==> config.mk <==
export PLATFORM = sky130hd
export DESIGN_NAME = prng_stream
export DESIGN_NICKNAME = d
export VERILOG_FILES = /design/src/rtl/prng_pkg.sv /design/src/rtl/prng_fifo.sv /design/src/rtl/prng_stream.sv
export SDC_FILE = /design/constraint.sdc
export NUM_CORES = 1
export LEC_CHECK = 0
export BUFFER_PORTS_ARGS = -buffer_cell sky130_fd_sc_hd__buf_2
export CORE_MARGIN = 3
export CORE_UTILIZATION = 36
export DETAILED_ROUTE_END_ITERATION = 10
export GPL_ROUTABILITY_DRIVEN = 0
export PLACE_DENSITY = 0.6
export SYNTH_ARGS = -nofsm -noshare
export SYNTH_HDL_FRONTEND = slang
export SYNTH_SLANG_ARGS = --single-unit
==> constraint.sdc <==
create_clock -name clk -period 3 [get_ports clk]
set_input_delay 0.15 -clock clk [delete_from_list [all_inputs] [get_ports clk]]
set_output_delay 0.15 -clock clk [all_outputs]
set_load 0.02 [all_outputs]
==> src/rtl/prng_pkg.sv <==
// prng_pkg: shared mode encodings, FSM states and default Galois tap masks for prng_stream.
package prng_pkg;
  localparam logic MODE_XORSHIFT = 1'b0;
  localparam logic MODE_LFSR = 1'b1;
  typedef enum logic {UNSEEDED, RUN} fsm_t;
  localparam logic [31:0] TAPS_8 = 32'h0000_00B8;
  localparam logic [31:0] TAPS_16 = 32'h0000_B400;
  localparam logic [31:0] TAPS_32 = 32'h8020_0003;
  function automatic logic [31:0] default_taps(input int width);
    return width >= 32 ? TAPS_32 : width >= 16 ? TAPS_16 : TAPS_8;
  endfunction
endpackage

==> src/rtl/prng_fifo.sv <==
// prng_fifo: WIDTH x DEPTH synchronous FIFO with flush; head reads as zero when empty.
module prng_fifo #(
  parameter int WIDTH = 8,
  parameter int DEPTH = 4
) (
  input  logic             clk,
  input  logic             rst_n,
  input  logic             flush,
  input  logic             push,
  input  logic [WIDTH-1:0] push_data,
  input  logic             pop,
  output logic             full,
  output logic             empty,
  output logic [WIDTH-1:0] head
);
  localparam int AW = $clog2(DEPTH);
  logic [WIDTH-1:0] mem [DEPTH];
  logic [AW-1:0] rd_ptr, wr_ptr;
  logic [AW:0] count;
  logic push_ok, pop_ok;
  assign full = count == (AW+1)'(DEPTH);
  assign empty = count == '0;
  assign pop_ok = pop && !empty;
  assign push_ok = push && (!full || pop_ok);
  assign head = empty ? '0 : mem[rd_ptr];
  always_ff @(posedge clk) begin
    if (!rst_n || flush) begin
      rd_ptr <= '0;
      wr_ptr <= '0;
      count <= '0;
    end else begin
      if (push_ok) wr_ptr <= wr_ptr + AW'(1);
      if (pop_ok) rd_ptr <= rd_ptr + AW'(1);
      count <= count + (AW+1)'(push_ok) - (AW+1)'(pop_ok);
    end
  end
  always_ff @(posedge clk)
    if (push_ok) mem[wr_ptr] <= push_data;
endmodule

==> src/rtl/prng_stream.sv <==
// prng_stream: seedable xorshift / Galois LFSR word generator feeding a prefetch FIFO
// with a valid/ready output stream; a seed load flushes the FIFO and restarts the sequence.
module prng_stream
  import prng_pkg::*;
#(
  parameter int unsigned WIDTH = 8,
  parameter int unsigned DEPTH = 4,
  parameter int unsigned SHIFT_A = 3,
  parameter int unsigned SHIFT_B = 5,
  parameter int unsigned SHIFT_C = 4,
  parameter logic [31:0] LFSR_TAPS = default_taps(WIDTH),
  parameter logic [WIDTH-1:0] SEED_DEFAULT = WIDTH'(1)
) (
  input  logic             clk,
  input  logic             rst_n,
  input  logic             enable,
  input  logic             seed_valid,
  input  logic [WIDTH-1:0] seed_data,
  input  logic             seed_mode,
  output logic             seed_ready,
  output logic             out_valid,
  output logic [WIDTH-1:0] out_data,
  input  logic             out_ready,
  output logic             seeded
);
  localparam logic [WIDTH-1:0] TAPS = WIDTH'(LFSR_TAPS);
  if (SHIFT_A >= WIDTH || SHIFT_B >= WIDTH || SHIFT_C >= WIDTH) begin : g_bad_shift
    $error("prng_stream: xorshift shifts must be less than WIDTH");
  end
  if (DEPTH < 2 || (DEPTH & (DEPTH - 1)) != 0) begin : g_bad_depth
    $error("prng_stream: DEPTH must be a power of two, at least 2");
  end
  function automatic logic [WIDTH-1:0] next_word(input logic [WIDTH-1:0] s, input logic m);
    logic [WIDTH-1:0] t1, t2;
    t1 = s ^ (s << SHIFT_A);
    t2 = t1 ^ (t1 >> SHIFT_B);
    return m == MODE_LFSR ? (s >> 1) ^ (s[0] ? TAPS : '0) : t2 ^ (t2 << SHIFT_C);
  endfunction
  fsm_t fsm, fsm_nxt;
  logic [WIDTH-1:0] state, nxt;
  logic mode, full, empty, pop, gen;
  assign nxt = next_word(state, mode);
  assign seed_ready = 1'b1;
  assign seeded = fsm == RUN;
  assign out_valid = fsm == RUN && !empty;
  // Seed wins over pop and generate; the FIFO is flushed on the same edge.
  assign pop = out_valid && out_ready && !seed_valid;
  assign gen = fsm == RUN && enable && !seed_valid && (!full || pop);
  always_ff @(posedge clk)
    fsm <= !rst_n ? UNSEEDED : fsm_nxt;
  always_comb
    fsm_nxt = seed_valid ? RUN : fsm;
  always_ff @(posedge clk) begin
    if (!rst_n) begin
      state <= '0;
      mode <= MODE_XORSHIFT;
    end else if (seed_valid) begin
      state <= seed_data == '0 ? SEED_DEFAULT : seed_data;
      mode <= seed_mode;
    end else if (gen) begin
      state <= nxt;
    end
  end
  prng_fifo #(.WIDTH(WIDTH), .DEPTH(DEPTH)) u_fifo (
    .clk(clk),
    .rst_n(rst_n),
    .flush(seed_valid),
    .push(gen),
    .push_data(nxt),
    .pop(pop),
    .full(full),
    .empty(empty),
    .head(out_data)
  );
endmodule
# == Word level (Yosys, flattened, before mapping) ==
# Memories as Yosys holds them, arrays and structs flattened. A register that Yosys moved wholly into a read port is not among the register bits.
# Cells that the tools add are included.
# op_classes
bitwise,4
muxes,10
n_addsub,4
reduce_logical,18
eq_ne,1
# ops
operator,n
2-to-1 mux 8 bit,6
XOR 8 bit,2
logical AND 1 bit,8
zero test 8 bit,1
XOR 7 x 8 -> 8 bit,1
XOR 8 x 3 -> 8 bit,1
"adder 2 x 1 -> 2 bit, second input constant",2
zero test 1 bit,4
2-to-1 mux 2 bit,2
adder 3 x 1 -> 3 bit,1
"equality test 3 bit, second input constant",1
zero test 3 bit,1
logical OR 1 bit,3
subtractor 3 x 1 -> 3 bit,1
2-to-1 mux 1 bit,2
nonzero test 2 bit,1
# totals
memories,1
elab_cells,44
out_inout_bits,11
regBits,17
ram_bits,32
in_bits,14
# mem_list
name,words,width,read_ports,rd_ports_with_merged_regs,wr,line,rtl
u_fifo.mem,4,8,1,1,1,prng_fifo.sv:17,logic [WIDTH-1:0] mem [DEPTH];

# == Logic depth before layout (Yosys ltp) ==
# depth
depth_word,10
mapped_depth,10
ltp_nobuf,10

# == Modules after synthesis ==
# A second synthesis with hierarchy kept.
# unflattened
cells_unflattened,209
hier_area_um2,2512.4
# modules_own_cells
module,instances,seq_area_each_um2,cells_per_inst,area_each_um2
prng_fifo,1,1141.1,102,1684.1
prng_stream,1,200.2,107,828.3

# == Least setup slack after synthesis ==
# No wires, ideal clock.
# synth_timing
path_type,register to register
from,"register fsm, in the netlist seeded"
to,register u_fifo.count[2]
n_path_buf,0
t_required_ns,2.876
path_stages_with_launch,11
setup_time_ns,0.124
t_arrival_ns,2.064
setup_slack_ns,0.812
period_less_slack_ns,2.188
cell_sequence,dfxtp_1 nor2b_1 and3b_1 ha_1 inv_1 ha_1 inv_1 fa_1 xor2_1 xnor2_1 nor2_1
# synth_between
elab_chain_len,8
word_cells_on_any_way,12
classes_between,2 x add/sub; 10 x reduce/logical
# synth_rtl
item,line,rtl
start: declaration,prng_stream.sv:39,"fsm_t fsm, fsm_nxt;"
start signal: assignment,prng_stream.sv:50,fsm <= !rst_n ? UNSEEDED : fsm_nxt;
logical AND 1 bit *,prng_stream.sv:45,assign out_valid = fsm == RUN && !empty;
logical AND 1 bit * (2 in a row),prng_stream.sv:47,assign pop = out_valid && out_ready && !seed_valid;
logical AND 1 bit *,prng_fifo.sv:23,assign pop_ok = pop && !empty;
via u_fifo.pop_ok,prng_fifo.sv:20,"logic push_ok, pop_ok;"
logical OR 1 bit,prng_fifo.sv:24,assign push_ok = push && (!full || pop_ok);
logical AND 1 bit,prng_fifo.sv:24,
adder 3 x 1 -> 3 bit,prng_fifo.sv:34,count <= count + (AW+1)'(push_ok) - (AW+1)'(pop_ok);
subtractor 3 x 1 -> 3 bit *,prng_fifo.sv:34,
end signal: assignment,prng_fifo.sv:34,
end: declaration,prng_fifo.sv:19,logic [AW:0] count;
# Mark *: on every way through the listed nets, which the timed path passes. The rest lies on a longest branch.
# A chain may end at the register's enable or synchronous reset.

# == Worst setup path after layout ==
# layout_timing
from,register u_fifo.count[1]
to,register u_fifo.count[2]
# layout_between
elab_chain_len,10
word_cells_on_any_way,14
classes_between,2 x add/sub; 1 x eq/ne; 11 x reduce/logical
# layout_rtl
item,line,rtl
zero test 3 bit *,prng_fifo.sv:22,assign empty = count == '0;
zero test 1 bit *,"prng_fifo.sv:23, prng_stream.sv:45",
logical AND 1 bit,prng_stream.sv:45,
logical AND 1 bit (2 in a row),prng_stream.sv:47,
logical AND 1 bit *,prng_fifo.sv:23,
via u_fifo.pop_ok,prng_fifo.sv:20,
logical OR 1 bit,prng_fifo.sv:24,
logical AND 1 bit,prng_fifo.sv:24,
adder 3 x 1 -> 3 bit,prng_fifo.sv:34,
subtractor 3 x 1 -> 3 bit *,prng_fifo.sv:34,
# Marks and branches as above.

==> implementation parameters <==
Parameter                              Value

Critical path
  Crit end category    register
  Slowest cell delay on critical path    400 ps
  Crit Path Class    register to register
  Kind of start point of the critical path    register
  Ordered cell list for the critical path    nor3_1 -> and3b_1 -> ha_1 -> inv_1 -> ha_1 -> inv_1 -> fa_1 -> xor2_1 -> xnor2_1 -> nor2_1
  Buffers plus inverters on the worst setup path    2
  Worst EP arrival    2400 ps
  Crit-path slowest cell    dfxtp_1
  Maximum net fanout on the critical path    5
  Data required time of the worst path    3190 ps
  Largest delay contributor family on the critical path    adder cells

Clock tree
  Clock tree from TritonCTS    done
  Number of buffers added for setup after CTS    0
  Maximum count of clock buffers along a single path    2
  Cts bufs inserted    5
  Total of cells resized after clock tree synthesis    0
  Cts hold-fix bufs    0
  Clock edge transition at the registers on the reported setup and hold paths    100 ps
  Worst-Skew Late Latency    300 ps
  Total number of clock tree sinks    51
  Clock tree root buffer cell    clkbuf_8
  Clock H-tree levels    2

Synthesis
  Synthesized netlist cell count    196
  Area of the mapped netlist    2539 µm²
  Library cell with the highest instance count after synthesis    edfxtp_1
  Top cell types by occurrence after synthesis    edfxtp_1 (32), dfxtp_1 (19), nor2_1 (13), xnor2_1 (13), nor2b_1 (11)
  Count of unique library cells instantiated by Yosys    46
  Top-area cell type share of the netlist area    0.3785
  Syn Area/Cell    12.95 µm²
  Async set-reset flop share out of synthesis    0
  Count of state elements after synthesis    51
  Most area-hungry cell type in the Yosys netlist    edfxtp_1
  Primary flip-flop cell chosen by synthesis mapping    edfxtp_1
  Number of warnings issued by yosys    0
  Sequential cell area fraction in the yosys report    0.5283
  Top cells by area in the synthesized netlist    edfxtp_1 (38%), dfxtp_1 (15%), mux4_2 (7.1%)
  Syn_nets    217
  Number of flops mapped to enable cells by yosys    32

Global route
  Number of global-route vias before repair    1452
  Global router's overall resource usage    0.1162
  Antenna violations before repair    0
  Congestion Overflow GR    0
  Global-route wire length before repair    7.507 mm
  Pin count of the biggest net entering global routing    18

Detailed routing
  DRT Wirelength    4.418 mm
  Number of routed nets with antenna violations    0
  Drc violations    0
  First-pass detailed-route iteration total    4
  Per-cell routed wire length    14.34 µm
  Via count    1482
  Avg Vias per Cell    4.812
  Detailed router's first-iteration violation count    87

Timing
  Headroom to the max-slew limit    0.5664
  Slew at the pin closest to its max-slew limit    643.6 ps
  Final setup violating endpoints    0
  Worst setup skew after layout    11.64 ps
  Hold violation count in the final report    0
  Post-route setup TNS    0 ps
  Highest clock rate    0.4524 GHz
  Max-slew violation count    0
  RSZ-0062 raised after global routing    no
  Minimum period implied by the final worst setup slack    2211 ps
  Share of the clock period used by the worst path after layout    0.7368

Flow run
  Number of maximum-capacitance constraint violations    0

Final layout
  # diodes    0
  Fraction of final layout cells with drive strength greater than 1    0.2186
  Nets@finish    235
  Final core utilization    0.4308
  Area growth, synth to finish    12.07%

Worst hold path
  Worst Hold Class    input pin to register

Die
  Site Rows    29
  Area of the core    6604 µm²
  DIE WIDTH    89.98 µm
  Top-level I/O count    25
  Full die area    8096 µm²
  Starting density of the core    0.3844
  Die span in y    89.98 µm

Outcome
  Run status    complete, no violations

Place
  Post-detail-place hpwl    3.172 mm
  Number of buffer cells added on primary ports    23

Power
  Static leakage power    0.001031 µW
  Worst IR drop on VDD    0.0002430 V
  Pwr per Cell Area    539.9 nW/µm²
==> registers in the layout (all words and copies together), names as in the netlist, named ones only <==
register / flops
u_fifo.mem: 32
state: 8
u_fifo.count: 3
u_fifo.rd_ptr: 2
u_fifo.wr_ptr: 2
mode: 1
seeded: 1
==> logic make-up (layout without fill, tap and decap cells) <==
| kind of cell | count (synthesis) | in the layout | share of synthesized area |
|---|---|---|---|
| fa+ha+maj | 7 | 7 | 0.03746 |
| compound gates | 24 | 24 | 0.07343 |
| buf+inv | 22 | 41 | 0.04189 |
| simple gates | 56 | 56 | 0.1365 |
| flops | 51 | 51 | 0.5283 |
| xor+xnor | 22 | 22 | 0.08970 |
| mux | 13 | 13 | 0.09118 |
| other cells | 1 | 1 | 0.001477 |
==> worst min-delay path, stage by stage <==
cell and delay, ps:
buf_2 70, mux2i_1 50, nor2b_1 90
==> cells in the final DEF (no fill, tap or decap), drive strengths merged, types with 8 or more instances in the layout <==
cell	count
buf	25
dfxtp	19
edfxtp	32
inv	8
mux4	8
nor2	13
nor2b	11
o21ai	8
xnor2	14
==> path summary, 6_finish.rpt <==
path                                  from  slack [ps]                            end  cells after the start
max reg2reg     u_fifo.count[1]$_SDFF_PP0_         790     u_fifo.count[2]$_SDFF_PP0_                     10
max             u_fifo.count[1]$_SDFF_PP0_         790     u_fifo.count[2]$_SDFF_PP0_                     10
min                              seed_mode         100              mode$_SDFFE_PN0P_                      3
min reg2reg  u_fifo.rd_ptr[1]$_SDFFE_PP0P_         530  u_fifo.rd_ptr[1]$_SDFFE_PP0P_                      2
==> layout make-up <==
cell class	count	area, µm²
well taps	93	116.4
flip-flops and latches	51	1341
clock buffers	5	68.82
inverters	8	30.03
repair buffers	25	130.1
fillers	661	3759
clock inverters	3	67.56
multi-input cells	123	1091
==> through the flow <==
step	cell area [µm²]	hold slack, ps	power, µW	instances	setup slack [ps]
2_1_floorplan	2539	294.1	948.4	196	811.6
3_3_place_gp	2709	417.4	993.4	300	809.7
3_5_place_dp	2709	413.4	993.9	300	775.0
4_1_cts	2845	86.59	1550	308	762.4
5_1_grt	2845	114.3	1603	308	586.9
6_report	2845	98.74	1536	308	789.5
==> per-layer routing <==
metal | GRT usage | wire, µm
met5 | 0 | 0
met4 | 0.03827 | 58
met3 | 0.02922 | 221
met2 | 0.1761 | 1966
met1 | 0.1634 | 2171
==> where the power goes <==
group          internal (µW)  switching [µW]
sequential               786            24.4
clock                    332             227
combinational           72.5            93.7
(Power assumes the default switching activity.)
